## config.mk

```make
export PLATFORM = sky130hd
export DESIGN_NAME = dma_seq
export DESIGN_NICKNAME = d
export VERILOG_FILES = /design/src/rtl/dma_seq_pkg.sv /design/src/rtl/dma_seq_fifo.sv /design/src/rtl/dma_seq.sv
export SDC_FILE = /design/constraint.sdc
export NUM_CORES = 1
export LEC_CHECK = 0
export BUFFER_PORTS_ARGS = -buffer_cell sky130_fd_sc_hd__buf_4
export CORE_AREA = 8 8 218 220
export DETAILED_ROUTE_END_ITERATION = 6
export DIE_AREA = 0 0 226 228
export PLACE_DENSITY = 0.53
export SYNTH_ARGS = -nofsm -noshare
export SYNTH_HDL_FRONTEND = slang
export SYNTH_HIERARCHICAL = 1
export SYNTH_SLANG_ARGS = --single-unit
```

## constraint.sdc

```tcl
create_clock -name clk -period 8.4 [get_ports clk]
set_clock_uncertainty 0.15 [all_clocks]
set_input_delay 1.68 -clock clk [delete_from_list [all_inputs] [get_ports clk]]
set_output_delay 1.68 -clock clk [all_outputs]
set_load 0.01 [all_outputs]
```

## src/rtl/dma_seq_pkg.sv

```systemverilog
// Shared definitions for the descriptor-chained DMA sequencer:
// strobe positions, descriptor geometry, byte->strobe map and FSM encoding.
package dma_seq_pkg;

  localparam int DMA_PW     = 9;
  localparam int DESC_BYTES = 9;
  localparam int DESC_W     = DESC_BYTES * 8;

  localparam int DMA_SADDRL = 0;
  localparam int DMA_SADDRH = 1;
  localparam int DMA_SADDRX = 2;
  localparam int DMA_DADDRL = 3;
  localparam int DMA_DADDRH = 4;
  localparam int DMA_DADDRX = 5;
  localparam int DMA_LEN    = 6;
  localparam int DMA_CTRL   = 7;
  localparam int DMA_NUM    = 8;

  typedef enum logic [2:0] {
    ST_IDLE,
    ST_LOAD,
    ST_LAUNCH,
    ST_WSETTLE,
    ST_WAIT
  } seq_state_t;

  // Descriptor byte index to one-hot DMA register strobe; num and ctrl swap
  // places so that the launching ctrl write is always the last one issued.
  function automatic logic [DMA_PW-1:0] byte_strb(input logic [3:0] idx);
    logic [DMA_PW-1:0] s;
    s = '0;
    case (idx)
      4'd0:    s[DMA_SADDRL] = 1'b1;
      4'd1:    s[DMA_SADDRH] = 1'b1;
      4'd2:    s[DMA_SADDRX] = 1'b1;
      4'd3:    s[DMA_DADDRL] = 1'b1;
      4'd4:    s[DMA_DADDRH] = 1'b1;
      4'd5:    s[DMA_DADDRX] = 1'b1;
      4'd6:    s[DMA_LEN]    = 1'b1;
      4'd7:    s[DMA_NUM]    = 1'b1;
      4'd8:    s[DMA_CTRL]   = 1'b1;
      default: s = '0;
    endcase
    return s;
  endfunction

endpackage

```

## src/rtl/dma_seq_fifo.sv

```systemverilog
// Descriptor FIFO: DEPTH entries of W bits, flush has priority over push/pop.
module dma_seq_fifo #(
  parameter int DEPTH = 4,
  parameter int W     = 72
) (
  input  logic                     clk,
  input  logic                     rst_n,
  input  logic                     i_push,
  input  logic                     i_pop,
  input  logic                     i_flush,
  input  logic [W-1:0]             i_data,
  output logic [W-1:0]             o_head,
  output logic [$clog2(DEPTH):0]   o_level,
  output logic                     o_full,
  output logic                     o_empty,
  output logic                     o_ovf_evt
);

  localparam int AW = $clog2(DEPTH);
  localparam logic [AW-1:0] PTR_ONE = 1;
  localparam logic [AW:0]   CNT_ONE = 1;
  localparam logic [AW:0]   CNT_MAX = (AW+1)'(DEPTH);

  logic [W-1:0]  r_mem [DEPTH];
  logic [AW-1:0] r_wptr;
  logic [AW-1:0] r_rptr;
  logic [AW:0]   r_cnt;
  logic          w_do_push;
  logic          w_do_pop;

  assign o_full    = (r_cnt == CNT_MAX);
  assign o_empty   = (r_cnt == '0);
  assign o_level   = r_cnt;
  assign o_head    = r_mem[r_rptr];
  // A simultaneous pop frees the slot the push needs, so a full queue still accepts it.
  assign w_do_push = i_push && (!o_full || i_pop) && !i_flush;
  assign w_do_pop  = i_pop && !o_empty && !i_flush;
  assign o_ovf_evt = i_push && o_full && !i_pop && !i_flush;

  always_ff @(posedge clk) begin
    if (!rst_n || i_flush) begin
      r_wptr <= '0;
      r_rptr <= '0;
      r_cnt  <= '0;
    end else begin
      if (w_do_push) r_wptr <= r_wptr + PTR_ONE;
      if (w_do_pop)  r_rptr <= r_rptr + PTR_ONE;
      case ({w_do_push, w_do_pop})
        2'b10:   r_cnt <= r_cnt + CNT_ONE;
        2'b01:   r_cnt <= r_cnt - CNT_ONE;
        default: r_cnt <= r_cnt;
      endcase
    end
  end

  always_ff @(posedge clk) begin
    if (w_do_push) r_mem[r_wptr] <= i_data;
  end

endmodule

```

## src/rtl/dma_seq.sv

```systemverilog
// Descriptor-chained sequencer: stages Z80 descriptors, replays them as DMA
// register writes and arbitrates the DMA register port with direct Z80 writes.
module dma_seq
  import dma_seq_pkg::*;
#(
  parameter int DEPTH = 4,
  parameter int PW    = DMA_PW
) (
  input  logic                   clk,
  input  logic                   rst_n,
  input  logic [7:0]             zdata,
  input  logic [PW-1:0]          zport_wr,
  input  logic                   stg_wr,
  input  logic [3:0]             stg_idx,
  input  logic                   q_push,
  input  logic                   q_flush,
  input  logic                   err_clr,
  input  logic                   dma_act,
  output logic [PW-1:0]          dmaport_wr,
  output logic [7:0]             dma_zdata,
  output logic [$clog2(DEPTH):0] q_level,
  output logic                   q_full,
  output logic                   busy,
  output logic                   chain_done,
  output logic                   z_conflict,
  output logic                   q_ovf
);

  logic [7:0]        r_stg [DESC_BYTES];
  logic [DESC_W-1:0] w_stg_img;
  logic [DESC_W-1:0] w_head;
  logic [DESC_W-1:0] r_desc;
  seq_state_t        r_state, w_nxt_state;
  logic [2:0]        r_cnt, w_nxt_cnt;
  logic [PW-1:0]     w_strb;
  logic [7:0]        w_data;
  logic              w_pop, w_done, w_empty, w_ovf_evt, w_conf_evt, w_have;
  logic [PW-1:0]     r_dmaport_wr;
  logic [7:0]        r_dma_zdata;
  logic              r_chain_done, r_z_conflict, r_q_ovf;

  always_comb begin
    w_stg_img = '0;
    for (int i = 0; i < DESC_BYTES; i++) w_stg_img[i*8 +: 8] = r_stg[i];
  end

  // Staging is written at the clock edge, so a same-cycle push sees the old image.
  always_ff @(posedge clk) begin
    if (stg_wr && (stg_idx < 4'(DESC_BYTES))) r_stg[stg_idx] <= zdata;
  end

  dma_seq_fifo #(.DEPTH(DEPTH), .W(DESC_W)) u_fifo (
    .clk      (clk),
    .rst_n    (rst_n),
    .i_push   (q_push),
    .i_pop    (w_pop),
    .i_flush  (q_flush),
    .i_data   (w_stg_img),
    .o_head   (w_head),
    .o_level  (q_level),
    .o_full   (q_full),
    .o_empty  (w_empty),
    .o_ovf_evt(w_ovf_evt)
  );

  assign w_have     = !w_empty && !q_flush;
  assign w_conf_evt = (r_state != ST_IDLE) && (zport_wr != '0);

  always_comb begin
    w_nxt_state = r_state;
    w_nxt_cnt   = r_cnt;
    w_strb      = '0;
    w_data      = r_dma_zdata;
    w_pop       = 1'b0;
    w_done      = 1'b0;
    case (r_state)
      ST_IDLE: begin
        w_strb = zport_wr;
        w_data = zdata;
        if (w_have && !dma_act && (zport_wr == '0)) begin
          w_nxt_state = ST_LOAD;
          w_nxt_cnt   = '0;
          w_pop       = 1'b1;
        end
      end
      ST_LOAD: begin
        w_strb    = byte_strb({1'b0, r_cnt});
        w_data    = r_desc[{r_cnt, 3'b000} +: 8];
        w_nxt_cnt = r_cnt + 3'd1;
        if (r_cnt == 3'd7) w_nxt_state = ST_LAUNCH;
      end
      ST_LAUNCH: begin
        w_strb      = byte_strb(4'd8);
        w_data      = r_desc[DESC_W-1 -: 8];
        w_nxt_state = ST_WSETTLE;
      end
      ST_WSETTLE: w_nxt_state = ST_WAIT;
      ST_WAIT: begin
        if (!dma_act) begin
          if (w_have) begin
            w_nxt_state = ST_LOAD;
            w_nxt_cnt   = '0;
            w_pop       = 1'b1;
          end else begin
            w_nxt_state = ST_IDLE;
            w_done      = 1'b1;
          end
        end
      end
      default: w_nxt_state = ST_IDLE;
    endcase
  end

  always_ff @(posedge clk) begin
    if (!rst_n) begin
      r_state <= ST_IDLE;
      r_cnt   <= '0;
    end else begin
      r_state <= w_nxt_state;
      r_cnt   <= w_nxt_cnt;
    end
  end

  always_ff @(posedge clk) begin
    if (w_pop) r_desc <= w_head;
  end

  // Sticky flags: a new event in the clear cycle keeps the flag set.
  always_ff @(posedge clk) begin
    if (!rst_n) begin
      r_dmaport_wr <= '0;
      r_dma_zdata  <= '0;
      r_chain_done <= 1'b0;
      r_z_conflict <= 1'b0;
      r_q_ovf      <= 1'b0;
    end else begin
      r_dmaport_wr <= w_strb;
      if (w_strb != '0) r_dma_zdata <= w_data;
      r_chain_done <= w_done;
      r_z_conflict <= w_conf_evt || (r_z_conflict && !err_clr);
      r_q_ovf      <= w_ovf_evt  || (r_q_ovf && !err_clr);
    end
  end

  assign dmaport_wr = r_dmaport_wr;
  assign dma_zdata  = r_dma_zdata;
  assign chain_done = r_chain_done;
  assign z_conflict = r_z_conflict;
  assign q_ovf      = r_q_ovf;
  assign busy       = (r_state != ST_IDLE);

endmodule

```

==> results_dict.tcl <==
set metrics [dict create \
    dieArea_um2 51500 \
    cp_common_cell "buf_4" \
    hold_class "reg2reg" \
    die_h_um 228 \
    synth_area_um2 17400 \
    p_sw_share_pct 20.1 \
    avgSynthCellArea_um2 20.6 \
    cts_root_buffer "clkbuf_16" \
    io_pins 53 \
    drive_gt1_share_pct 24.1 \
    portBuffers 52 \
    synth_edf_count 432 \
    r2r_slack_ns 4.64 \
    rsz0062_at_grt "no" \
    fp.dieW_um 226 \
    syn_nets 882 \
    fmax_mhz 199 \
    path_cells "buf_4, or4_1, nor3_2, o211a_4, nor4b_2, nor2_1, and2_4, buf_4" \
    synth_flop_cell "edfxtp_1" \
    grt_pass1_wl_um 52500 \
    finalPower_mw 4.66 \
    critPathMaxFanout 58 \
    diodes 0 \
    ys_seq_area_share_pct 78.7 \
    path_delay_family "simple AND/OR/NAND/NOR gates" \
    ys_ff_latch 467 \
    netlist_instances 842 \
    core_area_um2 43800 \
    synth_cell_types 46 \
    rows 77 \
    grt_pass1_vias 8330 \
    cts.repair.resized 0 \
    p_leak_nw 6.18 \
    grt_max_degree 60 \
    tightestPinTransition_ns 1.04 \
    via_count 7863 \
    ant_nets 0 \
    synth_top_area_share_pct 74.7 \
    final_cells 1556 \
    gp_congestion 0.737 \
    drt_iter0_drc 505 \
    dr.pass1.iters 4 \
    fin_tns_setup_ns 0 \
    grt-ovfl-total 0 \
    postCtsSetupRepairBufs 0 \
    period_share_pct 59.7 \
    drc_errors 0 \
    yosys.cell_count.top_type "edfxtp_1" \
    postCtsHoldBufs 0 \
    wirelength_um 34700 \
    p_seq_share_pct 55.2 \
    yosysTopAreaCell "edfxtp_1" \
    peakVddDrop_uv 127 \
    crit_path_max_incr_delay_ns 0.92 \
    setup_violations 0 \
    critPathRequiredTime_ns 8.51 \
    cts_buffers 48 \
    slew_headroom_pct 30.6 \
    cp-end-kind "flip-flop" \
    synthTopCellsByCount "edfxtp_1 (432), mux4_2 (72), mux2i_1 (37)" \
    async_reset_ff_share_pct 0 \
    outcome "completed" \
    arrival_ns 5.12 \
    cts_tree "yes" \
    htree_num_levels 2 \
    synth_area_leaders "edfxtp_1 (75%), mux4_2 (9.3%), dfxtp_1 (4.0%), mux2i_1 (2.1%), buf_12 (0.81%)" \
    p_per_area_nw_per_um2 235 \
    initial_core_util_pct 39.6 \
    clock_path_buffers 3 \
    dp.cells 1473 \
    grtUsageTotal_pct 13.6 \
    nets 971 \
    routed_via_density 5.05 \
    p_sw_mw 0.937 \
    cp-start-kind "primary input" \
    slew_viol_final 0 \
    ys.warnings.count 6 \
    crit_slowest_cell "and2_4" \
    cts_num_sinks 467 \
    path_buf_inv 2 \
    period_needed_ns 5.01 \
    power_frac_comb_pct 3.0 \
    clk_pin_slew_ns 0.06 \
    insertion_delay_ns 0.57 \
    wire_per_inst_um 22.3 \
    dp_hpwl_um 19900 \
    intPower_mw 3.72 \
    cap_violations 0 \
    pwr-share-clk_pct 41.8 \
    timing.final.hold_violations 0 \
    crit_type "in2reg" \
    area_growth_pct 14.3 \
    antenna_found_initial 0 \
]
## stage by stage
stage	util [%]	hold WS, ns	cell area (µm²)	setup WS (ns)
6_report	45.3	0.335	19800	3.39
5_1_grt	45.3	0.361	19800	3.17
4_1_cts	45.3	0.339	19800	3.33
3_5_place_dp	42.0	0.327	18400	2.70
3_3_place_gp	42.0	0.311	18400	2.76
2_1_floorplan	-	0.309	17400	1.56
## path summary, 6_finish.rpt
path              cells after the start              start                   to
setup / recovery                      8        zport_wr[0]  u_fifo/r_mem[3][21]
hold / removal                        2         z_conflict           z_conflict
setup reg to reg                      7  u_fifo/o_level[0]  u_fifo/r_mem[3][21]
hold reg to reg                       2         z_conflict           z_conflict
## power by group through the flow
| stage | Clock (mW) | Combinational [mW] | Sequential, mW |
|---|---|---|---|
| 2_1_floorplan | 0 | 0.0684 | 2.62 |
| 3_3_place_gp | 0 | 0.142 | 2.62 |
| 3_5_place_dp | 0 | 0.141 | 2.62 |
| 4_1_cts | 2.00 | 0.142 | 2.57 |
| 5_1_grt | 2.08 | 0.151 | 2.57 |
| 6_report | 1.95 | 0.138 | 2.57 |
## registers in the layout (all words and copies together), names as in the netlist, named ones only
register        cells
u_fifo/o_level      3
z_conflict          1
dmaport_wr          9
r_desc             72
r_cnt               3
u_fifo/r_mem      288
u_fifo/r_rptr       2
chain_done          1
r_state             3
u_fifo/r_wptr       2
r_stg              72
dma_zdata           8
q_ovf               1
## metal layers
metal | share of wire, % | global-route usage, %
met4 | 2.1 | 4.23
met1 | 47 | 19.0
met5 | 0 | 0
met2 | 47 | 21.5
met3 | 4.3 | 2.45
## cell type report
class	count	area, µm²
multi-input combinational	330	3400
fill	3727	24000
inverter	12	45.0
sequential	467	13700
timing repair buffer	72	541
clock buffer	60	1290
clock inverter	23	144
tap	592	741
## cell families after synthesis
group                    share of synthesized area (%)
XOR/XNOR                                         0.101
AND/OR/NAND/NOR                                   3.65
multiplexers                                      11.5
flip-flops                                        78.7
AO/OA/AOI/OAI                                     3.31
adder cells (fa/ha/maj)                          0.908
buffers and inverters                             1.81
## worst reg2reg max path, cell delays in order, from the launching register on
cell and delay [ns]:
dfxtp_1 0.43, nor3_2 0.13, nor3_1 0.30, o211a_4 0.58
nor4b_2 0.11, nor2_1 0.41, and2_4 0.92, buf_4 0.43
## cells in the final DEF (no fill, tap or decap), drive strengths merged, types with 3 or more instances in the layout
cell type / n
nor2b: 14
o31ai: 8
mux2i: 37
mux4: 72
a31oi: 16
nor2: 30
clkinv: 20
clkbuf: 60
or3: 3
buf: 72
ha: 11
or4: 4
dfxtp: 35
and2: 4
a22oi: 8
edfxtp: 432
nand3b: 5
nand2: 27
nand3: 5
inv: 12
a21oi: 33
nor3: 10
o21ai: 14
nand2b: 10
(Power assumes the default switching activity.)
